===== src/rtl/ctrl_unit_pipelined.sv =====
// ctrl_unit_pipelined: registered ID-stage decoder that also sequences
// load-use stall bubbles and branch-mispredict flush bubbles.
module ctrl_unit_pipelined #(
    parameter int ALUOP_W        = 5,
    parameter int LOAD_STALL_CYC = 1,
    parameter int FLUSH_CYC      = 2,
    parameter int CNT_W          = 4
) (
    input  logic               clk,
    input  logic               rst_n,
    input  logic               instr_valid,
    input  logic [6:0]         opcode,
    input  logic [2:0]         funct3,
    input  logic [6:0]         funct7,
    input  logic [4:0]         rs1,
    input  logic [4:0]         rs2,
    input  logic [4:0]         rd,
    input  logic               mispredict,
    output logic [ALUOP_W-1:0] ALUOp,
    output logic               ALUSrc,
    output logic               PCSrcCont,
    output logic               MemWrite,
    output logic               MemRead,
    output logic               MemToReg,
    output logic               RegWrite,
    output logic               IsStall,
    output logic               illegal,
    output logic               hold
);
    typedef enum logic [1:0] {RUN, LSTALL, FLUSH} state_t;
    localparam int CNT_MAX = (1 << CNT_W) - 1;

    if (ALUOP_W < 5 || LOAD_STALL_CYC < 1 || FLUSH_CYC < 1 ||
        LOAD_STALL_CYC > CNT_MAX || FLUSH_CYC > CNT_MAX) begin : g_param_check
        $error("ctrl_unit_pipelined: illegal parameter set");
    end

    state_t           r_state, w_next_state;
    logic [CNT_W-1:0] r_cnt, w_next_cnt;
    logic [4:0]       r_last_rd;
    logic [4:0]       w_op;
    logic             w_legal, w_src, w_pc, w_mw, w_mr, w_m2r, w_rw;
    logic             w_uses_rs2, w_is_lw, w_hazard, w_issue, w_dec;

    always_comb begin
        w_op    = 5'h1F;
        w_legal = 1'b0;
        w_src   = 1'b0;
        w_pc    = 1'b0;
        w_mw    = 1'b0;
        w_mr    = 1'b0;
        w_m2r   = 1'b0;
        w_rw    = 1'b0;
        case (opcode)
            7'b0110011: begin
                w_legal = 1'b1;
                w_rw    = 1'b1;
                case ({funct7, funct3})
                    {7'h00, 3'b000}: w_op = 5'd0;
                    {7'h20, 3'b000}: w_op = 5'd1;
                    {7'h00, 3'b111}: w_op = 5'd2;
                    {7'h00, 3'b110}: w_op = 5'd3;
                    {7'h00, 3'b100}: w_op = 5'd5;
                    {7'h00, 3'b001}: w_op = 5'd6;
                    {7'h00, 3'b101}: w_op = 5'd7;
                    {7'h20, 3'b101}: w_op = 5'd8;
                    {7'h00, 3'b010}: w_op = 5'd9;
                    default:         w_legal = 1'b0;
                endcase
            end
            7'b0010011: begin
                w_legal = 1'b1;
                w_src   = 1'b1;
                w_rw    = 1'b1;
                case (funct3)
                    3'b000:  w_op = 5'd0;
                    3'b111:  w_op = 5'd2;
                    3'b110:  w_op = 5'd3;
                    3'b100:  w_op = 5'd5;
                    3'b010:  w_op = 5'd9;
                    default: w_legal = 1'b0;
                endcase
            end
            7'b0000011: begin
                w_legal = (funct3 == 3'b010);
                w_op    = 5'd0;
                w_src   = 1'b1;
                w_mr    = 1'b1;
                w_m2r   = 1'b1;
                w_rw    = 1'b1;
            end
            7'b0100011: begin
                w_legal = (funct3 == 3'b010);
                w_op    = 5'd0;
                w_src   = 1'b1;
                w_mw    = 1'b1;
            end
            7'b1100011: begin
                w_legal = 1'b1;
                w_pc    = 1'b1;
                case (funct3)
                    3'b000:  w_op = 5'd4;
                    3'b001:  w_op = 5'd10;
                    3'b100:  w_op = 5'd11;
                    3'b101:  w_op = 5'd12;
                    default: w_legal = 1'b0;
                endcase
            end
            default: w_legal = 1'b0;
        endcase
    end

    // rs2 is only a real source operand for R-type, stores and branches
    assign w_uses_rs2 = (opcode == 7'b0110011) || (opcode == 7'b0100011) || (opcode == 7'b1100011);
    assign w_is_lw    = (opcode == 7'b0000011);
    assign w_hazard   = (r_state == RUN) && instr_valid && (r_last_rd != 5'd0) &&
                        ((rs1 == r_last_rd) || (w_uses_rs2 && (rs2 == r_last_rd)));
    assign w_dec      = w_issue && instr_valid && w_legal;

    always_comb begin
        w_next_state = r_state;
        w_next_cnt   = r_cnt;
        w_issue      = 1'b0;
        hold         = 1'b0;
        if (mispredict) begin
            w_next_state = (FLUSH_CYC > 1) ? FLUSH : RUN;
            w_next_cnt   = CNT_W'(FLUSH_CYC - 1);
        end else begin
            case (r_state)
                RUN: begin
                    if (w_hazard) begin
                        hold         = 1'b1;
                        w_next_state = (LOAD_STALL_CYC > 1) ? LSTALL : RUN;
                        w_next_cnt   = CNT_W'(LOAD_STALL_CYC - 1);
                    end else begin
                        w_issue = 1'b1;
                    end
                end
                LSTALL: begin
                    hold         = 1'b1;
                    w_next_cnt   = r_cnt - CNT_W'(1);
                    w_next_state = (r_cnt == CNT_W'(1)) ? RUN : LSTALL;
                end
                FLUSH: begin
                    w_next_cnt   = r_cnt - CNT_W'(1);
                    w_next_state = (r_cnt == CNT_W'(1)) ? RUN : FLUSH;
                end
                default: w_next_state = RUN;
            endcase
        end
    end

    always_ff @(posedge clk or negedge rst_n) begin
        if (!rst_n) begin
            r_state   <= RUN;
            r_cnt     <= '0;
            r_last_rd <= '0;
            ALUOp     <= '1;
            {ALUSrc, PCSrcCont, MemWrite, MemRead, MemToReg, RegWrite} <= '0;
            IsStall   <= 1'b0;
            illegal   <= 1'b0;
        end else begin
            r_state   <= w_next_state;
            r_cnt     <= w_next_cnt;
            r_last_rd <= (w_dec && w_is_lw) ? rd : 5'd0;
            ALUOp     <= w_dec ? ALUOP_W'(w_op) : '1;
            {ALUSrc, PCSrcCont, MemWrite, MemRead, MemToReg, RegWrite} <=
                w_dec ? {w_src, w_pc, w_mw, w_mr, w_m2r, w_rw} : 6'd0;
            IsStall   <= !w_issue;
            illegal   <= w_issue && instr_valid && !w_legal;
        end
    end
endmodule

===== config.mk =====
export PLATFORM = sky130hd
export DESIGN_NAME = ctrl_unit_pipelined
export DESIGN_NICKNAME = d
export VERILOG_FILES = /design/src/rtl/ctrl_unit_pipelined.sv
export SDC_FILE = /design/constraint.sdc
export NUM_CORES = 1
export LEC_CHECK = 0
export CAP_MARGIN = 20
export CORE_UTILIZATION = 42
export DETAILED_ROUTE_END_ITERATION = 7
export PLACE_DENSITY = 0.79
export SLEW_MARGIN = 20
export SYNTH_ARGS = -nofsm -noshare
export SYNTH_HDL_FRONTEND = slang
export SYNTH_SLANG_ARGS = --single-unit
export TNS_END_PERCENT = 5

===== constraint.sdc =====
create_clock -name clk -period 1.75 [get_ports clk]
set_input_delay 0.175 -clock clk [delete_from_list [all_inputs] [get_ports clk]]
set_output_delay 0.175 -clock clk [all_outputs]
set_load 0.02 [all_outputs]

## Word-level counts from Yosys, hierarchy flattened

Index checks and enable logic that the tools add are counted.

- Bits in registers: 24
- Bits of input ports: 36

- Add/subtract/negate cells: 1
- Eq/ne operators: 25
- Muxes and demuxes: 30
- Reductions and logical operators: 26

Operators by type and width:

| operator | count |
|---|---|
| one-hot mux 5 bit (9 select lines) | 1 |
| == test 10 x 3 -> 1 bit, second input constant | 4 |
| one-hot mux 5 bit (4 select lines) | 2 |
| one-hot mux 5 bit (5 select lines) | 1 |
| == test 10 x 9 -> 1 bit, second input constant | 2 |
| == test 7 x 6 -> 1 bit, second input constant | 2 |
| two-way mux 1 bit | 14 |
| == test 3 bit, second input constant | 4 |
| == test 10 x 1 -> 1 bit, second input constant | 1 |
| == test 10 x 2 -> 1 bit, second input constant | 1 |
| == test 5 bit | 2 |
| logical NOT 10 bit | 1 |
| two-way mux 5 bit | 2 |
| OR reduction 9 bit | 1 |
| logical AND 1 bit | 8 |
| two-way mux 4 bit | 2 |
| one-hot mux 4 bit (2 select lines) | 1 |
| == test 7 x 2 -> 1 bit, second input constant | 1 |
| == test 7 x 5 -> 1 bit, second input constant | 1 |
| == test 7 bit, second input constant | 1 |
| two-way mux 2 bit | 3 |
| two-way mux 6 bit | 1 |
| one-hot mux 2 bit (3 select lines) | 1 |
| OR reduction 3 bit | 2 |
| 19 further kinds | 23 |

## Longest topological paths before layout

Gate-level depths: netlist of run 1.

- Depth after elaboration: 13
- Mapped depth: 7
- Gate-level depth less buffers: 6

## Worst setup path before layout of run 1

OpenSTA, ideal clock, no wires.

- Path type: input to register
- From: input funct7[2]
- To: register ALUOp[1]
- Arrival time: 1695 ps
- Required time: 1690 ps
- Path slack: -5 ps
- Stages on the path: 5
- Buffers on the path: 0
- Cells stage by stage: or4_4 or4_4 o32a_1 o22ai_2 a211o_1

- Longest elaborated chain between the ends: 6
- Elaborated cells on any way between the ends: 16
- Those cells by class: eq/ne (8); mux (5); reduce/logical (3)

Ends and longest elaborated chain:

| element | RTL line | text |
|---|---|---|
| start: declaration | 14 | `input logic [6:0] funct7,` |
| == test 10 x 2 -> 1 bit (tied with other cells) | 58 | `case ({funct7, funct3})` |
| OR reduction 9 bit (no source line) | -- |  |
| two-way mux 1 bit | 58 |  |
| one-hot mux 1 bit (4 select lines) | 54 | `case (opcode)` |
| logical AND 1 bit | 118 | `assign w_dec = w_issue && instr_valid && w_legal;` |
| two-way mux 5 bit * | 166 | `ALUOp <= w_dec ? ALUOP_W'(w_op) : '1;` |
| end signal: assignment | 166 |  |
| end: declaration | 19 | `output logic [ALUOP_W-1:0] ALUOp,` |

Mark *: on every way between the ends. The rest lies on a longest branch, timed or not.
A chain may end at the register's enable or synchronous reset.

## Worst setup path in the final report of run 1

- From: input opcode[4]
- To: register r_last_rd[4]

- Longest elaborated chain between the ends: 13
- Elaborated cells on any way between the ends: 19
- Those cells by class: eq/ne (5); mux (5); reduce/logical (9)

Ends and longest elaborated chain:

| element | RTL line | text |
|---|---|---|
| start: declaration | 12 | `input logic [6:0] opcode,` |
| == test 7 x 6 -> 1 bit | 54, 114 |  |
| logical OR 1 bit (2 in a row) | 114 | `assign w_uses_rs2 = (opcode == 7'b0110011) \|\| (opcode == 7'b0100011) \|\| (opcode == 7'b1100011);` |
| logical AND 1 bit | 117 | `((rs1 == r_last_rd) \|\| (w_uses_rs2 && (rs2 == r_last_rd)));` |
| logical OR 1 bit | 117 |  |
| logical AND 1 bit | 116 | `assign w_hazard = (r_state == RUN) && instr_valid && (r_last_rd != 5'd0) &&` |
| two-way mux 1 bit | 131 | `if (w_hazard) begin` |
| two-way mux 1 bit | 129 | `case (r_state)` |
| two-way mux 1 bit | 125 | `if (mispredict) begin` |
| logical AND 1 bit (2 in a row) | 118 |  |
| logical AND 1 bit * | 165 | `r_last_rd <= (w_dec && w_is_lw) ? rd : 5'd0;` |
| two-way mux 5 bit * | 165 |  |
| end signal: assignment | 165 |  |
| end: declaration | 40 | `logic [4:0] r_last_rd;` |

Marked as above.

==> metrics.md, run 1 <==
| Metric | Value |
|---|---|
| Setup_tns | `-0.02185 ns` |
| Top-area cell type share of the netlist area | `around 27%` |
| Largest net degree at the start of global routing | `24` |
| Reg-to-Reg End | `r_cnt[0]$_DFFE_PN0P_` |
| Max Slew Vio Count | `0` |
| Routed length on met1 | `1849 um` |
| CP Depth | `7` |
| Syn. warnings | `0` |
| Pre-antenna DRT Iters | `5` |
| Net Count, Synth | `223` |
| DPL Wire Length | `3242 um` |
| Total power | `approximately 1.6 mW` |
| Period utilization | `100.9%` |
| CTS tree | `built` |
| Bufs and invs on worst path | `3` |
| Unrepaired setup endpoints after global routing | `true` |
| Global-route wire length before repair | `6796 um` |
| Die Span Y | `64.47 um` |
| Crit-path slowest cell | `clkdlybuf4s50_1` |
| ANT cells | `0` |
| Cell Area, Synth | `1639 sq um` |
| Root buffer cell | `clkbuf_8` |
| Fin Hold WS | `0.2557 ns` |
| Max-slew headroom | `between 70% and 80%` |
| Vias in the first global route | `1502` |
| WL met2 | `2269 um` |
| Initial DRC count | `between 100 and 150` |
| R2R setup slack | `~0.05 ns` |
| Main synth FF type | `dfrtp_1` |
| Crit Path Category | `input port to flop` |
| Endpoints failing setup | `2` |
| Core footprint | `between 3000 and 4000 sq um` |
| Pre-CTS setup slack | `-0.5295 ns` |
| DR top layer | `met4` |
| Crit-path cells | `clkdlybuf4s50_1 > buf_6 > buf_4 > o32ai_1 > a31oi_1 > o22a_2 > nor4_1` |
| Antenna viol nets, final | `0` |
| Failing checks | `setup timing` |
| Worst r2r path cells | `6` |
| Antenna violations before repair | `0` |
| Max_cap viols | `0` |
| DRC Markers | `0` |
| Vias per cell | `5.544` |
| Worst Setup End Kind | `flop` |
| Number of I/O port buffers | `between 40 and 50` |
| CTS buffer count | `3` |
| Sequential fraction of the synthesis area | `35.50%` |
| Final setup margin | `-0.01647 ns` |
| Gr ovfl total | `0` |
| # hold bufs at CTS | `0` |
| Clk_skew | `0.01130 ns` |
| Top-count cell post-synth | `dfrtp_1` |
| Largest stage delay on the critical path | `0.45 ns` |
| Clock slew at reported path FFs | `0.09 ns` |
| Worst Path Max Fanout | `8` |
| Num ports | `50` |
| Peak supply drop | `0.2767 mV` |
| Post-synthesis cell type count | `54` |
| Fin crit period | `1.766 ns` |
| Htree depth | `1` |
| Post-Synthesis Cells | `roughly 180` |
| Max Fclk | `0.5661 GHz` |
| Pwr/cell area | `between 600 and 700 nW/um^2` |
| Top post-synthesis cells by area | `dfrtp_1 (27%), dfstp_2 (8.0%), xnor2_1 (5.3%)` |
| Routed wire length on met3 | `149 um` |
| Worst-Skew Late Latency | `0.27 ns` |
| Synth Register Bits | `23` |
| Leakage | `0.9707 nW` |
| WL per Instance | `14.56 um` |
| CP Data Arrival Time | `1.92 ns` |
| WL final | `4339 um` |
| Via count | `1652` |
| Nets@finish | `292` |
| Avg Cell Area, Syn | `9.006 sq um` |
| Yosys top cell by area | `dfrtp_1` |
| Leading cell types by count after synthesis | `dfrtp_1 (18), nor2_1 (12), clkbuf_1 (11), nand3_1 (10), xnor2_1 (10)` |
| Worst path required time | `about 1.9 ns` |
| Hold Violations, Final | `0` |
| Clock tree buffer depth | `2` |
| Post-synth ARST share | `100.0%` |
| Placed inst area | `2325 sq um` |
| Share of layout cells above drive strength 1 | `25.60%` |
| Initial Util | `between 40 and 50%` |
| Clock sinks | `23` |
| CP delay by family, top | `buffers and inverters` |
| Design area | `2450 sq um` |
| Die Footprint | `~4200 sq um` |
| GP Congestion | `between 0.9 and 1` |
| Crit Reg-Reg Startpoint | `r_last_rd[1]$_DFF_PN0_` |
| GRT Util Overall | `21.48%` |
| Fillers | `334` |
| Die boundary width | `64.47 um` |
| Worst min-delay path category | `input port to async pin` |
| Area grow syn2layout | `49.47%` |
| CP Launch Type | `input port` |
| Slew @ Worst Pin | `0.3450 ns` |
| Status | `finished with violations` |
| Number of synthesized flops with an enable pin | `0` |
| # rows | `22` |
[through the flow]
step | instances | util, %
after detailed placement | 291 | 63.03
after floorplan | 182 | -
final | 298 | 66.42
after global routing | 298 | 66.42
after CTS | 298 | 65.64
after global placement | 291 | 63.03
[area by class of cell]
cell class	instances	area, sq um	share of cell area (%)
clock inverter	1	7.507	0.3064
multi-input combinational	139	1033	42.19
timing repair buffer	77	696.9	28.45
clock buffer	3	41.29	1.685
inverter	7	26.28	1.073
sequential	23	584.3	23.85
tap	48	60.06	2.451
[registers in the layout, summed over array words and instances (netlist names), 2 cells and up]
| name | cells |
|---|---|
| r_last_rd | 5 |
| r_state | 2 |
| r_cnt | 4 |
| ALUOp | 5 |
[power by group]
| part | switching (mW) | internal [mW] | total, mW |
|---|---|---|---|
| Combinational | 0.331 | 0.328 | 0.658 |
| Sequential | 0.0597 | 0.591 | 0.650 |
| Clock | 0.172 | 0.161 | 0.332 |
| Total | 0.562 | 1.08 | 1.64 |
[routing by layer]
layer,vias to the layer above,track usage (%)
met4,0,6.389
met5,-,0
met1,786,26.50
met3,8,3.521
li1,813,-
met2,45,38.16
[cell families (layout without fill, tap and decap cells)]
logic type | Yosys count | in the layout | synth area share, %
AOI/OAI and AO/OA | 41 | 41 | 18.70
xor gates and xnor gates | 11 | 11 | 5.878
adders and majority gates | 5 | 5 | 3.817
buffers and inverters | 20 | 88 | 4.809
DFF | 23 | 23 | 35.50
muxes | 3 | 3 | 1.832
and+or+nand+nor | 79 | 79 | 29.47
[worst max path at each step]
| stage | from | end | slack (ns) |
|---|---|---|---|
| 2_1_floorplan | funct7[2] | ALUOp[1]$_DFF_PN1_ | -0.005 |
| 3_3_place_gp | funct7[2] | r_last_rd[0]$_DFF_PN0_ | -0.46 |
| 3_5_place_dp | funct7[2] | r_last_rd[0]$_DFF_PN0_ | -0.53 |
| 4_1_cts | funct7[3] | ALUOp[1]$_DFF_PN1_ | 0.0005 |
| 5_1_grt | r_last_rd[2]$_DFF_PN0_ | hold | -0.10 |
| 6_report | opcode[4] | r_last_rd[4]$_DFF_PN0_ | -0.02 |
[worst reg2reg max path, stage by stage (launching register included)]
cell,delay [ns]
dfrtp_1,0.44
xnor2_1,0.22
nand3_1,0.15
o22ai_2,0.15
buf_4,0.18
a31oi_1,0.11
a221o_1,0.35
[layout by cell type, fill, tap and decap left out, types with 3 or more instances in the layout]
master	synthesis	layout
o21ai_0	7	7
ha_1	5	5
nand2_1	9	9
o22ai_2	2	3
nor2_1	12	12
clkdlybuf4s50_1	0	44
nor4_1	7	5
buf_4	1	27
inv_1	7	7
dfstp_2	5	5
nand3b_1	4	4
dfrtp_1	18	16
nand2b_1	4	4
a31oi_1	4	4
and4_1	3	3
buf_6	0	3
nor2b_1	5	5
xnor2_1	10	8
nand3_1	10	10
a21oi_1	4	4
or3b_2	5	5
or3_1	3	3
clkbuf_8	0	3
mux2i_1	3	3
[what timing repair did]
action,in CTS,in global routing
buffers inserted,3,0
setup endpoints to repair,18,13
pin swaps,10,5
gates resized for setup,25,6
Note: power is estimated with default switching activity, not from simulation.
==> run 2, diff against run 1 <==
CTS_CLUSTER_DIAMETER = 120   (was unset)
==> results of run 2 <==
The final DEF is identical to that of run 1; final timing and power are the same.
==> run 3, diff against run 2 <==
clock period = 1.45 ns   (was 1.75 ns; I/O delays follow)
==> run 3 against run 2 <==
The flow still finishes with violations (setup timing). Hold slack got worse by 0.032 ns. Combinational power grew 48%. Wire length rose by 4.6%. Via count increased by 2.5%. Critical path depth decreased by 1. Cell area grew 7.3%. Non-clock buffer count is 13 higher. Clock skew fell by 0.010 ns. Critical endpoint is now hold.
==> metrics.md, run 3 (synthesis results as in run 1) <==
| Metric | Value |
|---|---|
| Initial DRC count | `123` |
| DPL Wire Length | `approximately 3300 um` |
| Num ports | `50` |
| Design area | `2628 sq um` |
| Endpoints failing setup | `24` |
| Max-slew headroom | `77.45%` |
| Peak supply drop | `0.3694 mV` |
| CTS tree | `built` |
| Worst-Skew Late Latency | `0.27 ns` |
| Fin crit period | `1.716 ns` |
| Vias per cell | `5.447` |
| Max Slew Vio Count | `0` |
| Total power | `around 2.2 mW` |
| Largest net degree at the start of global routing | `24` |
| WL final | `4539 um` |
| WL per Instance | `14.59 um` |
| Final Non-Filler Cells | `311` |
| DRC Markers | `0` |
| Crit Path Category | `flop to output port` |
| Placed inst area | `between 2000 and 2500 sq um` |
| Final setup margin | `-0.2658 ns` |
| Top Registers | `ALUOp: 5 flops, r_last_rd: 5 flops, r_cnt: 4 flops` |
| Worst Setup End Kind | `output port` |
| Core footprint | `~3700 sq um` |
| Htree depth | `1` |
| Vias in the first global route | `between 1500 and 2000` |
| Worst min-delay path category | `input port to async pin` |
| Unrepaired setup endpoints after global routing | `true` |
| CP Launch Type | `flop` |
| Crit-path slowest cell | `dfrtp_1` |
| Crit Reg-Reg Startpoint | `r_last_rd[1]$_DFF_PN0_` |
| Nets@finish | `approximately 310` |
| Dpl cells | `303` |
| Largest stage delay on the critical path | `about 0.45 ns` |
| Clock sinks | `23` |
| Commonest cells after routing, fill and taps aside | `buf_4 (38), clkdlybuf4s50_1 (37), dfrtp_1 (18), nor2_1 (12), nand3_1 (9)` |
| Pre-antenna DRT Iters | `4` |
| Via count | `1694` |
| Clk_skew | `0.001319 ns` |
| Leakage | `1.042 nW` |
| CTS buffer count | `3` |
| Worst r2r path cells | `6` |
| Die Span Y | `64.47 um` |
| Period utilization | `118.3%` |
| GRT Util Overall | `24.13%` |
| Root buffer cell | `clkbuf_8` |
| # rows | `22` |
| Critical Path Source | `r_last_rd[1]$_DFF_PN0_` |
| Clock slew at reported path FFs | `0.09 ns` |
| Status | `finished with violations` |
| CP Data Arrival Time | `1.57 ns` |
| Worst Path Max Fanout | `3` |
| Die Footprint | `~4200 sq um` |
| Slew @ Worst Pin | `0.3383 ns` |
| Global-route wire length before repair | `7824 um` |
| Number of I/O port buffers | `49` |
| Pwr/cell area | `822.3 nW/um^2` |
| Commonest non-fill, non-tap cell in the layout | `buf_4` |
| Hold Violations, Final | `0` |
| Worst path required time | `1.31 ns` |
| Area grow syn2layout | `60.31%` |
| Gr ovfl total | `0` |
| Initial Util | `44.44%` |
| Crit-path cells | `xnor2_2 > nand3_2 > o22ai_2 > a31oi_1 > nor2_1 > buf_4` |
| Die boundary width | `64.47 um` |
| Antenna violations before repair | `0` |
| Share of layout cells above drive strength 1 | `33.08%` |
| Max_cap viols | `0` |
| Failing checks | `setup timing` |
| GP Congestion | `0.9485` |
| Max Fclk | `0.5828 GHz` |
| ANT cells | `0` |
| Clock tree buffer depth | `2` |
| Antenna viol nets, final | `0` |
run 3: changes by cell type in the layout (fill, tap and decap cells not counted), sizes merged:
cell,previous run,this run
buf,32,45
clkdlybuf4s50,44,37
dlygate4sd2,0,7
run 3: repair_timing:
| action | CTS | global route |
|---|---|---|
| buffers inserted | 4 | 0 |
| hold buffers | 0 | 0 |
| pin swaps | 18 | 1 |
| setup endpoints to repair | 29 | 24 |
| resized for setup | 50 | 7 |
| gates cloned | 0 | 0 |
run 3: routing by layer:
metal	share of wire, %	track usage, %
met3	3.8	3.697
met1	43	29.63
met2	53	43.68
met5	0	0
met4	0.79	6.111
run 3: critical path, delay by kind of cell (launching register included):
kind	cells	cell delay (ns)
DFF	1	0.45
AOI/OAI and AO/OA	2	0.32
xor gates and xnor gates	1	0.20
and+or+nand+nor	2	0.18
buffers and inverters	1	0.14
run 3: power breakdown:
group	internal [mW]	switching [mW]	leakage, nW
logic	0.502	0.469	0.729
registers	0.713	0.0603	0.292
clock network	0.194	0.221	0.0217
run 3: final timing paths:
path                                          end  slack [ns]
min in group clk               ALUOp[3]$_DFF_PN1_        0.52
hold / removal                  IsStall$_DFF_PN0_        0.22
hold reg to reg            r_state[0]$_DFFE_PN0P_        0.60
max in group asynchronous      ALUOp[1]$_DFF_PN1_        0.94
setup / recovery                             hold       -0.27
setup reg to reg             r_cnt[0]$_DFFE_PN0P_       -0.26
run 3: final cells by class:
class	count	area, sq um
well taps	48	60.06
fillers	286	1061
flip-flops and latches	23	581.8
clock buffers	3	41.29
inverters	7	26.28
clock inverters	1	7.507
repair buffers	90	793.3
multi-input cells	139	1117
run 3: through the flow:
step	TNS, ns	util [%]	setup slack (ns)	hold WS, ns
5_1_grt	-5.891	71.23	-0.3915	0.2447
6_report	-3.363	71.23	-0.2658	0.2239
3_3_place_gp	-15.07	65.47	-0.8539	0.5206
3_5_place_dp	-15.77	65.47	-0.8312	0.5119
4_1_cts	-2.960	70.15	-0.2512	0.2312
2_1_floorplan	-3.648	-	-0.2748	-0.1506
==> RTL edit 1: new RTL, settings of run 3 <==
`CNT_W`: 4 -> 3.
--- a/src/rtl/ctrl_unit_pipelined.sv
+++ b/src/rtl/ctrl_unit_pipelined.sv
@@ -4,7 +4,7 @@
     parameter int ALUOP_W        = 5,
     parameter int LOAD_STALL_CYC = 1,
     parameter int FLUSH_CYC      = 2,
-    parameter int CNT_W          = 4
+    parameter int CNT_W          = 3
 ) (
     input  logic               clk,
     input  logic               rst_n,
Function: no difference found for any inputs over 10 cycles, from zero or initial values and one cycle with rst_n low; that may be too few to reach the edited logic, so the function may still have changed.
==> RTL edit 1 against run 3 <==
  * The flow still finishes with violations (negative setup slack)
  * Routed wire length up 5.0%
  * First-iteration DRC count down 41%
  * Total power down 0.31%
  * Critical path depth up 1
  * Sequential cell count down 1
  * Synthesized cell count down 3.3%
  * Core utilization up 4.9 points
  * Design area up 6.0%
  * Non-clock buffer count up 16
  * Setup slack better by 3.1 ps
  * Via count up 2.5%
  * Area after synthesis down 2.1%
  * Critical path type is now register to register
  * Largest power group unchanged
==> RTL edit 1: results (changes against run 3) <==
Final layout
  • Fin cells: 321 (+3.2%)
  • Final Cell Area: 2790 um^2 (+6.0%)
  • Registers with the highest flip-flop counts: ALUOp: 5 flops, r_last_rd: 5 flops, r_cnt: 3 flops
  • # fillers: 247 (-14%)
  • Fraction of final layout cells sized beyond drive strength 1: 0.370 (+0.0392)

Timing
  • Final setup fails: 23 (-4.2%)
  • Final period demand of the worst path: 1710 ps (-3.11 ps)
  • Hold_ws: 246 ps (+22.6 ps)
  • Final-layout setup total negative slack: -4460 ps (-1100 ps)
  • Clock skew after layout: 1.78 ps (+0.464 ps)
  • Worst-case setup margin in the final layout: -263 ps (+3.11 ps)
  • Measured slew at the worst slew-check pin: 300 ps (-38.0 ps)

Setup path
  • Worst flop-to-flop path startpoint: r_last_rd[0]$_DFF_PN0_
  • Largest delay contributor family on the critical path: simple AND/OR/NAND/NOR gates
  • Slowest cell on the critical path: or4_1
  • Crit-path max cell delay: 470 ps (+20 ps)
  • Cells on worst reg2reg path: 7 (+1)
  • WP data arrival: 1890 ps (+320 ps)
  • Capturing point of the worst reg2reg path: ALUOp[3]$_DFF_PN1_

Placement
  • Final estimated routing congestion in global placement: 0.889 (-6.3%)
  • Estimated wirelength of the detail-placed design: 3280 um (-0.13%)
  • Worst setup slack before clock tree synthesis: -787 ps (+44.6 ps)
  • Area of placed instances: 2430 um^2 (+0.52%)

GRT
  • Maximum number of pins on one net before global-route repair: 23 (-4.2%)
  • Via count of the first global-routing pass: 1,729 (+0.52%)
  • Overall track demand over capacity in global routing: 0.245 (+0.00369)
  • Global-route wire length before repair: 7650 um (-2.3%)

Synthesis
  • Number of standard cells after synthesis: 176 (-3.3%)
  • Main area contributors after synthesis: dfrtp_1 27%, dfstp_2 8.2%, xnor2_1 6.0%
  • Mapped Nets: 217 (-2.7%)
  • Synth unique cells: 52 (-3.7%)
  • Part of the Yosys area used for sequential elements: 0.347 (-0.00812)
  • Most used standard cells in the synthesized netlist: 17 x dfrtp_1, 11 x nor2_1, 11 x xnor2_1, 10 x a21oi_1

Routing
  • TritonRoute pass-1 iters: 4 (unchanged)
  • Post-DR vias/cell: 5.41 (-0.66%)
  • Number of design-rule violations left by the first detailed-router iteration: 72 (-41%)

Pwr
  • Maximum vdd ir drop: 0.445 mV (+20%)
  • Leakage power: 1.16 nW (+11%)

Clock network
  • Count of H-tree levels built during CTS: 1 (unchanged)

Status
  • Failing checks: negative setup slack
  • Status: finished, violations left
-- RTL edit 1: area by class of cell --
class | instances | share of cell area
clock buffer | 4 | 0.0198
inverter | 8 | 0.0108
multi-input combinational | 133 | 0.408
sequential | 22 | 0.200
tap | 48 | 0.0216
timing repair buffer | 106 | 0.339
-- RTL edit 1: worst max path at each step --
stage | to | start | cells after the start
6_report | ALUOp[3]$_DFF_PN1_ | r_last_rd[0]$_DFF_PN0_ | 7
5_1_grt | r_last_rd[4]$_DFF_PN0_ | r_last_rd[0]$_DFF_PN0_ | 8
4_1_cts | ALUOp[3]$_DFF_PN1_ | r_last_rd[0]$_DFF_PN0_ | 7
3_5_place_dp | hold | opcode[5] | 7
3_3_place_gp | hold | opcode[5] | 7
2_1_floorplan | ALUOp[0]$_DFF_PN1_ | funct7[2] | 6
-- RTL edit 1: logic make-up (layout without fill, tap and decap cells) --
group	after synthesis	count (layout)	share of synthesized area
simple gates	70	70	0.272
compound gates	39	39	0.174
flops	22	22	0.347
buf+inv	21	118	0.0569
xor+xnor	12	12	0.0655
mux	7	7	0.0460
fa+ha+maj	5	5	0.0390
-- RTL edit 1: what timing repair did --
action / in CTS / in global routing
hold buffers: 0 / 0
setup endpoints to repair: 28 / 23
resized for setup: 39 / 20
setup buffers: 10 / 4
pin swaps: 10 / 18
-- RTL edit 1: layer usage --
layer | share of wire | GRT usage | vias up
li1 | - | - | 845
met1 | 0.40 | 0.283 | 833
met2 | 0.54 | 0.457 | 52
met3 | 0.048 | 0.0232 | 7
met4 | 0.017 | 0.0966 | 0
met5 | 0 | 0 | -
-- RTL edit 1: where the power goes --
part | internal, mW | switching (mW) | total, mW
Sequential | 0.676 | 0.0399 | 0.715
Clock | 0.242 | 0.188 | 0.430
Combinational | 0.549 | 0.460 | 1.01
Total | 1.47 | 0.688 | 2.15
==> RTL edit 2: new RTL, settings of run 3 <==
Without the edit above. The 3 states of `state_t` get a one-hot encoding in 3 bits.
--- a/src/rtl/ctrl_unit_pipelined.sv
+++ b/src/rtl/ctrl_unit_pipelined.sv
@@ -27,7 +27,7 @@
     output logic               illegal,
     output logic               hold
 );
-    typedef enum logic [1:0] {RUN, LSTALL, FLUSH} state_t;
+    typedef enum logic [2:0] {RUN = 3'b001, LSTALL = 3'b010, FLUSH = 3'b100} state_t;
     localparam int CNT_MAX = (1 << CNT_W) - 1;
 
     if (ALUOP_W < 5 || LOAD_STALL_CYC < 1 || FLUSH_CYC < 1 ||
Formal check against the unedited RTL: no difference found for any inputs over 10 cycles, from zero or initial values and one cycle with rst_n low; not proved beyond that.
==> RTL edit 2 against run 3 <==
  * The flow still finishes with violations (negative setup slack)
  * Register-to-register slack worse by 450 ps
  * Design area fell by 8.3%
  * Sequential cell count is 1 higher
  * First-iteration DRC count down 38%
  * Area after synthesis decreased by 9.9%
  * Synthesized cell count shrank 9.3%
  * Routed wire length is 12% lower
  * Setup slack lost 460 ps
  * Sequential share of layout area increased by 3.1 points
  * Global-route usage shrank 0.78 points
  * Critical path depth is 1 higher
Power is not compared: it rests on default switching activity, and its combinational part moved more than twofold at a synthesized area within 25%.
==> RTL edit 2: results (changes against run 3) <==
Status
  • Status: finished, violations left
  • Failing checks: negative setup slack

Timing
  • Hold_ws: 171 ps (-52.5 ps)
  • Worst-case setup margin in the final layout: -730 ps (-464 ps)
  • Measured slew at the worst slew-check pin: 390 ps (+51.3 ps)
  • Clock skew after layout: 11.4 ps (+10.1 ps)
  • Final setup fails: 22 (-8.3%)

Synthesis
  • Synth unique cells: 44 (-19%)
  • Most used standard cells in the synthesized netlist: 18 x dfrtp_1, 14 x nand2_1, 12 x nor2_1, 12 x nor3_1, 12 x xor2_1
  • Count of synthesis-stage warnings from yosys: 0 (unchanged)
  • Main area contributors after synthesis: dfrtp_1 31%, dfstp_2 11%, xor2_1 7.1%
  • Part of the Yosys area used for sequential elements: 0.412 (+0.0569)
  • Most used flip-flop cell after synthesis: dfrtp_1
  • Proportion of register bits with asynchronous set or reset after synthesis: 1.00 (unchanged)
  • Mapped Nets: 203 (-9.0%)

Final layout
  • Antenna cells: 0 (unchanged)
  • Fraction of final layout cells sized beyond drive strength 1: 0.283 (-0.0479)
  • Registers with the highest flip-flop counts: ALUOp: 5 flops, r_last_rd: 5 flops, r_cnt: 4 flops
  • Number of nets in the final layout: 290 (-4.9%)

Setup path
  • Slowest cell on the critical path: dfrtp_1
  • Capturing point of the worst reg2reg path: ALUOp[1]$_DFF_PN1_
  • Crit-path max cell delay: 440 ps
  • R2R setup slack: -710 ps (-450 ps)
  • Highest fanout seen on the critical path: 3 (unchanged)
  • Worst flop-to-flop path startpoint: r_last_rd[2]$_DFF_PN0_
  • Cells on worst reg2reg path: 6 (unchanged)
  • Largest delay contributor family on the critical path: compound AO/OA/AOI/OAI gates
  • WP data arrival: 2040 ps (+470 ps)

Clock network
  • Quantity of hold-fixing buffers added after cts: 0 (unchanged)
  • Count of H-tree levels built during CTS: 1 (unchanged)
  • Insertion delay to the later sink of the worst-skew pair: 310 ps (+40 ps)
  • Root Buffer Master: clkbuf_4
  • Maximum count of clock buffers along a single path: 2 (unchanged)
  • Clk pin slew, worst setup/hold paths: 130 ps (+40 ps)

GRT
  • Maximum number of pins on one net before global-route repair: 25 (+4.2%)
  • Via count of the first global-routing pass: 1,537 (-11%)
  • Initial antenna violation count: 0 (unchanged)
  • Overall track demand over capacity in global routing: 0.233 (-0.00777)
  • Global-route wire length before repair: 6530 um (-16%)

Pwr
  • Maximum vdd ir drop: 0.274 mV
  • Leakage power: 1.12 nW

Placement
  • Number of I/O port buffers: 49 (unchanged)
  • Final estimated routing congestion in global placement: 0.900 (-5.1%)
  • Estimated wirelength of the detail-placed design: 3080 um (-6.4%)
  • Area of placed instances: 2270 um^2 (-6.1%)

Routing
  • ANT nets after route: 0 (unchanged)
  • Number of design-rule violations left by the first detailed-router iteration: 76 (-38%)
  • Post-DR vias/cell: 5.26 (-3.4%)
  • Final WL: 4010 um (-12%)
  • TritonRoute pass-1 iters: 4 (unchanged)

Min path
  • Hold/Removal Path Class: input pin to async pin
## RTL edit 2: metrics by stage
step | utilization | worst slack [ps] | setup TNS (ps) | std cells
2_1_floorplan | - | -431 | -5900 | 165
3_3_place_gp | 0.674 | -1120 | -12620 | 289
3_5_place_dp | 0.674 | -1190 | -13320 | 289
4_1_cts | 0.705 | -701 | -10760 | 297
5_1_grt | 0.717 | -820 | -13500 | 297
6_report | 0.717 | -730 | -11370 | 297
## RTL edit 2: how the worst max path moves through the flow
stage / start / slack, ps / to
2_1_floorplan: r_last_rd[4]$_DFF_PN0_ / -430 / ALUOp[1]$_DFF_PN1_
4_1_cts: r_last_rd[4]$_DFF_PN0_ / -700 / hold
6_report: r_last_rd[4]$_DFF_PN0_ / -730 / hold
5_1_grt: r_last_rd[4]$_DFF_PN0_ / -820 / hold
3_3_place_gp: opcode[2] / -1120 / hold
3_5_place_dp: opcode[2] / -1190 / hold
## RTL edit 2: cell type report
class,instances,area (um^2)
clock buffers,4,26.3
fillers,264,953
inverters,6,22.5
multi-input cells,125,870
flip-flops and latches,24,608
well taps,46,57.6
repair buffers,92,826
## RTL edit 2: where the power goes
part           switching, mW  leakage (nW)  total, mW  internal (mW)
clock network          0.195        0.0150      0.302          0.107
registers             0.0123         0.303      0.703          0.691
logic                  0.164         0.799      0.375          0.210
total                  0.371          1.12       1.38           1.01
## RTL edit 2: cell families (layout without fill, tap and decap cells)
logic type | Yosys count | in the layout | synth area share
adder cells (fa/ha/maj) | 2 | 2 | 0.0169
buffers and inverters | 16 | 102 | 0.0483
AND/OR/NAND/NOR | 73 | 73 | 0.281
flip-flops | 24 | 24 | 0.412
AO/OA/AOI/OAI | 37 | 37 | 0.164
XOR/XNOR | 13 | 13 | 0.0771
## RTL edit 2: layer usage
metal,global-route usage,part of all wire
met1,0.266,0.40
met2,0.444,0.54
met3,0.0252,0.047
met4,0.0877,0.014
met5,0,0
## RTL edit 2: worst register-to-register path: cells and delay by family, from the launching register on
family	cells	cell delay [ps]
buf+inv	1	150
simple gates	5	1510
flops	1	420
## RTL edit 2: what timing repair did
action,4_1_cts,5_1_grt
resized for setup,20,12
pin swaps,7,0
buffers inserted,4,0
endpoints found under the setup margin,27,30
